$ cat src/rtl/adj_clock_period_meter_if.sv
// adj_clock_period_meter_if: tick/enable inputs and measurement outputs of the period meter
// Ports: clk_enable, tick_in (into the meter); measured_factor, measure_valid, locked, overflow (out of the meter)
interface adj_clock_period_meter_if #(
    parameter int INPUT_BIT_WIDTH = 8
);
    logic                       clk_enable;
    logic                       tick_in;
    logic [INPUT_BIT_WIDTH-1:0] measured_factor;
    logic                       measure_valid;
    logic                       locked;
    logic                       overflow;
    modport master (output clk_enable, tick_in, input measured_factor, measure_valid, locked, overflow);
    modport slave (input clk_enable, tick_in, output measured_factor, measure_valid, locked, overflow);
endinterface

$ cat src/rtl/adj_clock_period_meter.sv
// adj_clock_period_meter: measures enabled cycles between tick strobes and reports the divider factor
// Ports: clk, rst_n (async active-low); bus.slave carries clk_enable/tick_in in and
// measured_factor/measure_valid/locked/overflow out
module adj_clock_period_meter #(
    parameter int INPUT_BIT_WIDTH = 8,
    parameter int LOCK_COUNT      = 2
) (
    input  logic                          clk,
    input  logic                          rst_n,
    adj_clock_period_meter_if.slave       bus
);
    localparam int W = INPUT_BIT_WIDTH;
    localparam logic [W-1:0] CNT_LAST = {{(W-1){1'b1}}, 1'b0};
    localparam logic [3:0] LC = 4'(LOCK_COUNT);
    typedef enum logic [1:0] {SEARCH, TRACK, LOCKED} state_t;
    state_t state, state_n;
    logic [W-1:0] cnt, cnt_n, mf, mf_n, m;
    logic [3:0] run, run_n;
    logic mv, mv_n, lk, lk_n, ov, ov_n;
    assign m = cnt + W'(1);
    always_ff @(posedge clk or negedge rst_n) begin
        if (!rst_n) begin
            state <= SEARCH;
            cnt   <= '0;
            run   <= '0;
            mf    <= '0;
            mv    <= 1'b0;
            lk    <= 1'b0;
            ov    <= 1'b0;
        end else begin
            state <= state_n;
            cnt   <= cnt_n;
            run   <= run_n;
            mf    <= mf_n;
            mv    <= mv_n;
            lk    <= lk_n;
            ov    <= ov_n;
        end
    end
    // run == 0 marks "no measurement since the last reference tick"
    always_comb begin
        state_n = state;
        cnt_n   = cnt;
        run_n   = run;
        mf_n    = mf;
        mv_n    = 1'b0;
        lk_n    = lk;
        ov_n    = ov;
        if (bus.clk_enable) begin
            if (state == SEARCH) begin
                if (bus.tick_in) begin
                    cnt_n   = '0;
                    state_n = TRACK;
                end
            end else if (bus.tick_in) begin
                mf_n    = m;
                mv_n    = 1'b1;
                ov_n    = 1'b0;
                cnt_n   = '0;
                run_n   = (run == 4'd0 || m != mf) ? 4'd1 : (run >= LC ? LC : run + 4'd1);
                lk_n    = run_n == LC;
                state_n = lk_n ? LOCKED : TRACK;
            end else if (cnt == CNT_LAST) begin
                ov_n    = 1'b1;
                lk_n    = 1'b0;
                run_n   = '0;
                state_n = SEARCH;
            end else begin
                cnt_n = cnt + W'(1);
            end
        end
    end
    assign bus.measured_factor = mf;
    assign bus.measure_valid   = mv;
    assign bus.locked          = lk;
    assign bus.overflow        = ov;
endmodule

$ cat src/flat_wrapper.sv
// flat-port wrapper written by rule: the top's interface ports become plain ports
module adj_clock_period_meter_flat 
#(
    parameter int INPUT_BIT_WIDTH = 8,
    parameter int LOCK_COUNT      = 2
)
  (clk, rst_n, bus_clk_enable, bus_tick_in, bus_measured_factor, bus_measure_valid, bus_locked, bus_overflow);
  adj_clock_period_meter_if #(.INPUT_BIT_WIDTH(INPUT_BIT_WIDTH)) bus_i ();
  input  logic clk;
  input  logic rst_n;
  input wire logic [$bits(bus_i.clk_enable)-1:0] bus_clk_enable;
  input wire logic [$bits(bus_i.tick_in)-1:0] bus_tick_in;
  output wire logic [$bits(bus_i.measured_factor)-1:0] bus_measured_factor;
  output wire logic [$bits(bus_i.measure_valid)-1:0] bus_measure_valid;
  output wire logic [$bits(bus_i.locked)-1:0] bus_locked;
  output wire logic [$bits(bus_i.overflow)-1:0] bus_overflow;
  assign bus_i.clk_enable = bus_clk_enable;
  assign bus_i.tick_in = bus_tick_in;
  assign bus_measured_factor = bus_i.measured_factor;
  assign bus_measure_valid = bus_i.measure_valid;
  assign bus_locked = bus_i.locked;
  assign bus_overflow = bus_i.overflow;
  adj_clock_period_meter #(.INPUT_BIT_WIDTH(INPUT_BIT_WIDTH), .LOCK_COUNT(LOCK_COUNT)) u_core (.clk(clk), .rst_n(rst_n), .bus(bus_i));
endmodule
$ cat config.mk
export PLATFORM = sky130hd
export DESIGN_NAME = adj_clock_period_meter_flat
export DESIGN_NICKNAME = d
export VERILOG_FILES = /design/src/rtl/adj_clock_period_meter_if.sv /design/src/rtl/adj_clock_period_meter.sv /design/src/flat_wrapper.sv
export SDC_FILE = /design/constraint.sdc
export NUM_CORES = 1
export LEC_CHECK = 0
export CAP_MARGIN = 0
export CELL_PAD_IN_SITES_DETAIL_PLACEMENT = 2
export CELL_PAD_IN_SITES_GLOBAL_PLACEMENT = 2
export CORE_MARGIN = 2
export CORE_UTILIZATION = 38
export CTS_CLUSTER_DIAMETER = 150
export DETAILED_ROUTE_END_ITERATION = 8
export DONT_BUFFER_PORTS = 1
export GPL_TIMING_DRIVEN = 0
export HOLD_SLACK_MARGIN = 0.08
export PLACE_DENSITY = 0.85
export SLEW_MARGIN = 30
export SYNTH_ARGS = -nofsm -noshare
export SYNTH_HDL_FRONTEND = slang
export SYNTH_SLANG_ARGS = --single-unit
$ cat constraint.sdc
create_clock -name clk -period 2.4 [get_ports clk]
set_input_delay 0.48 -clock clk [delete_from_list [all_inputs] [get_ports clk]]
set_output_delay 0.48 -clock clk [all_outputs]
set_load 0.005 [all_outputs]
# == Word level (Yosys, flattened, before mapping) ==
# Cells that the tools add are included.
# Widths: inputs -> output; s select.
# word_totals
reg_bits,25
inputBits,4
out_inout_bits,11
# classes
n_addsub,2
order_cmp,1
n_eq_ne,5
n_mux,20
bitwise,1
n_reduce_logical,8
# op_table
op,count
$mux 8,4
$mux 4,4
$reduce_and 3->1,4
$mux 2,5
$add 8x1->8 const B,1
$eq 8x8->1 const B,1
$ne 8x8->1,1
$mux 1,7
$add 4x1->4 const B,1
$eq 4x2->1 const B,1
$ge 4x2->1 const B,1
$logic_not 4->1,1
$ne 2x2->1 const B,2
$logic_not 2->1,1
$reduce_bool 2->1,1
$logic_or 1x1->1,1
$not 1->1,1

# == Longest topological paths before layout ==
# logic_depth
depth_word,8
mapped_depth,10
ltp_nobuf,8

# == Worst setup path before layout ==
# Ideal clock, no wire load.
# synth_timing
kind,flip-flop to flip-flop
start,register u_core.cnt[1]
end,register u_core.run[0]
setup_time_ps,126
arrival_ps,1905
slack_ps,369
stages_incl_launch_ff,8
period_less_slack_ps,2031
cell_sequence,dfrtp_1 > ha_1 > nand2_2 > or3_1 > and3_1 > a211oi_2 > nand2_2 > a221o_1
# synth_via
elab_chain_cells,5
elab_cells_between_ends,8
cone_classes,1 x add/sub; 2 x eq/ne; 2 x mux; 3 x reduce/logical
# synth_lines
element,line_no,rtl
start: declaration,adj_clock_period_meter.sv:17,"logic [W-1:0] cnt, cnt_n, mf, mf_n, m;"
start signal: assignment,adj_clock_period_meter.sv:32,cnt <= cnt_n;
$add 8x1->8,adj_clock_period_meter.sv:20,assign m = cnt + W'(1);
$ne 8x8->1,adj_clock_period_meter.sv:60,run_n = (run == 4'd0 || m != mf) ? 4'd1 : (run >= LC ? LC : run + 4'd1);
$logic_or 1x1->1,adj_clock_period_meter.sv:60,
$mux 4,adj_clock_period_meter.sv:60,
$mux 4,adj_clock_period_meter.sv:55,end else if (bus.tick_in) begin
end signal: assignment,adj_clock_period_meter.sv:33,run <= run_n;
end: declaration,adj_clock_period_meter.sv:18,"logic [3:0] run, run_n;"
# Parallel ways exist; a longest one is shown, timed or not.
# A chain may end at the register's enable or synchronous reset.

# == Worst setup path in the final report ==
# layout_timing
start,register u_core.cnt[0]
end,register u_core.run[0]
# layout_via
elab_chain_cells,5
elab_cells_between_ends,8
cone_classes,1 x add/sub; 2 x eq/ne; 2 x mux; 3 x reduce/logical
# layout_lines
element,line_no
$add 8x1->8,adj_clock_period_meter.sv:20
named net u_core.m[0],adj_clock_period_meter.sv:17
$ne 8x8->1,adj_clock_period_meter.sv:60
$logic_or 1x1->1,adj_clock_period_meter.sv:60
$mux 4,adj_clock_period_meter.sv:60
$mux 4,adj_clock_period_meter.sv:55
# The timed path passes the listed nets, and every way through them passes these cells.

==> run metrics <==
initial antenna violation count 0; CP max stage delay 0.37 ns; Syn. warnings 0; Final Skew 0.0128 ns; CP Launch Type register; drc violations 0; hold endpoint u_core.state[1]; port bufs 0; final setup vio count 0; Synth Flop Type dfrtp_1; CP startpoint u_core.cnt[0]; Commonest cells post-synth o21ai_0, dfrtp_1, nand2_1; initial drt markers 52; vias in the first global route approximately 1400; Yosys top cell by area dfrtp_1; CTS Root Cell clkbuf_8; antenna-violating nets left 0; reg2reg start u_core.cnt[0]; worst-path fanout max 8; die width 65.9 um; status finished, final reports clean; core area 3660 um^2; post-synthesis simple-gate area fraction 0.212; crit end category register; GRT Util Overall 0.211; CP Cell Sequence clkbuf_4, inv_1, ha_1, xnor2_1, a211oi_1, o21ai_1, a211oi_2, nand2_2, a221o_1; Clock Latency Late Sink 0.29 ns; clock sinks 25; min Tclk post-route 2.30 ns; vias per cell 5.71; Placed Instances around 210; Max Transition Viols Final 0; CTS tree done; count leader, synth o21ai_0; reg2reg end u_core.run[0]; Die H 65.9 um; Buf/Inv on CP 2; register area share after synthesis 0.430; Hold Path Stages 3; CTS Buf Count 3; # IOs 15; combinational family with the most area after synthesis simple AND/OR/NAND/NOR gates; top-area cell type share of the netlist area 0.430; CP max-delay cell dfrtp_1; Fin Setup TNS 0 ns; first-pass GRT wire length 6920 um; Mean Syn Cell Area 8.83 um^2; Async S/R FF share, synth 1.00; crit path DAT 2.49 ns; worst hold path startpoint bus_clk_enable; largest cells by area after synthesis dfrtp_1, o21ai_0, nand2_1; Post-synth EDFFs 0; worst-margin pin slew 0.607 ns; Max Clock Freq around 0.43 GHz; Tcrit/Tclk final 0.959; cell row count 22; critical path class reg -> reg; Adder-Cell Fraction of Synth Area 0.0430; Worst EP required ~2.6 ns; Ant. Diodes 0; RD Place Congestion 0.768; final WL 4000 um; FF-to-FF path depth 9; Routed WL per cell 18.3 um; CP delay by family, top compound AO/OA/AOI/OAI gates; static leakage 0.672 nW; clock-pin transition on the worst setup and hold timing paths approximately 0.11 ns; xor/xnor share of the synthesized area 0.0782; mux contribution to synthesized area 0; Power Total 1.36 mW; VDD IR max 0.000383 V; Layout area overhead 10.9%; layout cells sized above 1 0.135; final hold vios 0; Initial Utilization 0.398; Max Cap Viol 0; nets between 150 and 200; pin count of the biggest net entering global routing 26; number of synthesized register bits 25; R2R setup slack 0.1 ns; Power Density between 800 and 900 nW/um^2; grt total ovfl 0; compound-cell area share of the yosys netlist 0.191; die area 4340 um^2; number of H-tree levels 1; cell area after synthesis 1460 um^2; drt pass-1 iters 3; Syn Nets 174; slew margin rel. 0.591; Final Non-Filler Cells 219; Hold WC Path Type in -> reg; clk buf depth 2; final setup margin between 0.09 and 0.1 ns; dpl ws between 0.05 and 0.06 ns; Post-DP HPWL 2890 um; Synth cell types 37; cell count after synthesis between 150 and 200; Filler cells 408; via count 1251
## placed cells by master, fill, tap and decap left out, types with 3 or more instances in the layout
cell type  synthesis  layout
nor2_1            15      14
inv_1              4       4
ha_1               5       4
o21ai_0           29      28
o31ai_1            3       3
dfrtp_1           25      24
nand3_1            7       7
xor2_1             4       4
xnor2_1            9       9
buf_4              4       5
nor2b_1            3       3
clkbuf_8           0       3
nand2_1           21      21
## sequential cells by signal, summed over array words and instances, names as in the netlist
register                    flops
u_core.bus.overflow             1
u_core.bus.measure_valid        1
u_core.state                    2
u_core.run                      4
u_core.cnt                      8
u_core.bus.measured_factor      8
u_core.bus.locked               1
## cells by family (layout without fill, tap and decap cells)
| family | count (synthesis) | in the layout |
|---|---|---|
| simple gates | 63 | 63 |
| compound gates | 46 | 46 |
| flops | 25 | 25 |
| xor+xnor | 13 | 13 |
| buf+inv | 13 | 19 |
| fa+ha+maj | 5 | 5 |
## metal layers
layer  GRT usage  vias up  part of all wire
met5           0        -                 0
met4      0.0469        0             0.011
met3      0.0290        6             0.022
met2       0.402       12              0.53
met1       0.248      645              0.43
li1            -      588                 -
## report_power, final
part / switching [mW] / leakage [nW] / internal, mW
sequential: 0.0831 / 0.333 / 0.502
clock: 0.161 / 0.0261 / 0.123
combinational: 0.292 / 0.313 / 0.197
total: 0.537 / 0.672 / 0.822
## worst reg2reg max path, stage by stage, from the launching register on
cell	delay (ns)
dfrtp_1	0.37
clkbuf_4	0.18
inv_1	0.05
ha_1	0.34
xnor2_1	0.17
a211oi_1	0.19
o21ai_1	0.12
a211oi_2	0.28
nand2_2	0.13
a221o_1	0.36
## cell type report
| type | count | area [um^2] | share of cell area |
|---|---|---|---|
| Multi-Input combinational cell | 127 | 774 | 0.479 |
| Clock buffer | 3 | 41.3 | 0.0256 |
| Inverter | 4 | 15.0 | 0.00930 |
| Tap cell | 48 | 60.1 | 0.0372 |
| Buffer | 8 | 51.3 | 0.0318 |
| Sequential cell | 25 | 627 | 0.388 |
| Clock inverter | 1 | 8.76 | 0.00542 |
| Timing Repair Buffer | 3 | 37.5 | 0.0232 |
## stage by stage
stage,util,hold WS [ns],instance area (um^2)
floorplan,-,0.184,1460
global placement,0.414,0.185,1520
detailed placement,0.414,0.185,1520
CTS,0.436,0.389,1600
global route,0.441,0.409,1620
finish,0.441,0.378,1620
## worst max path at each step
stage | to | slack (ns) | depth (start not counted)
floorplan | u_core.run[0] | 0.37 | 7
global placement | u_core.run[0] | 0.13 | 7
detailed placement | u_core.cnt[7] | 0.05 | 8
CTS | u_core.cnt[7] | 0.03 | 8
global route | u_core.run[0] | -0.02 | 9
finish | u_core.run[0] | 0.1 | 9
## timing repair
action,in CTS,in global routing
setup buffers,0,1
setup endpoints to repair,0,7
hold buffers,2,0
endpoints found under the hold margin,25,0
resized for setup,0,7
Note: power is estimated with default switching activity, not from simulation.
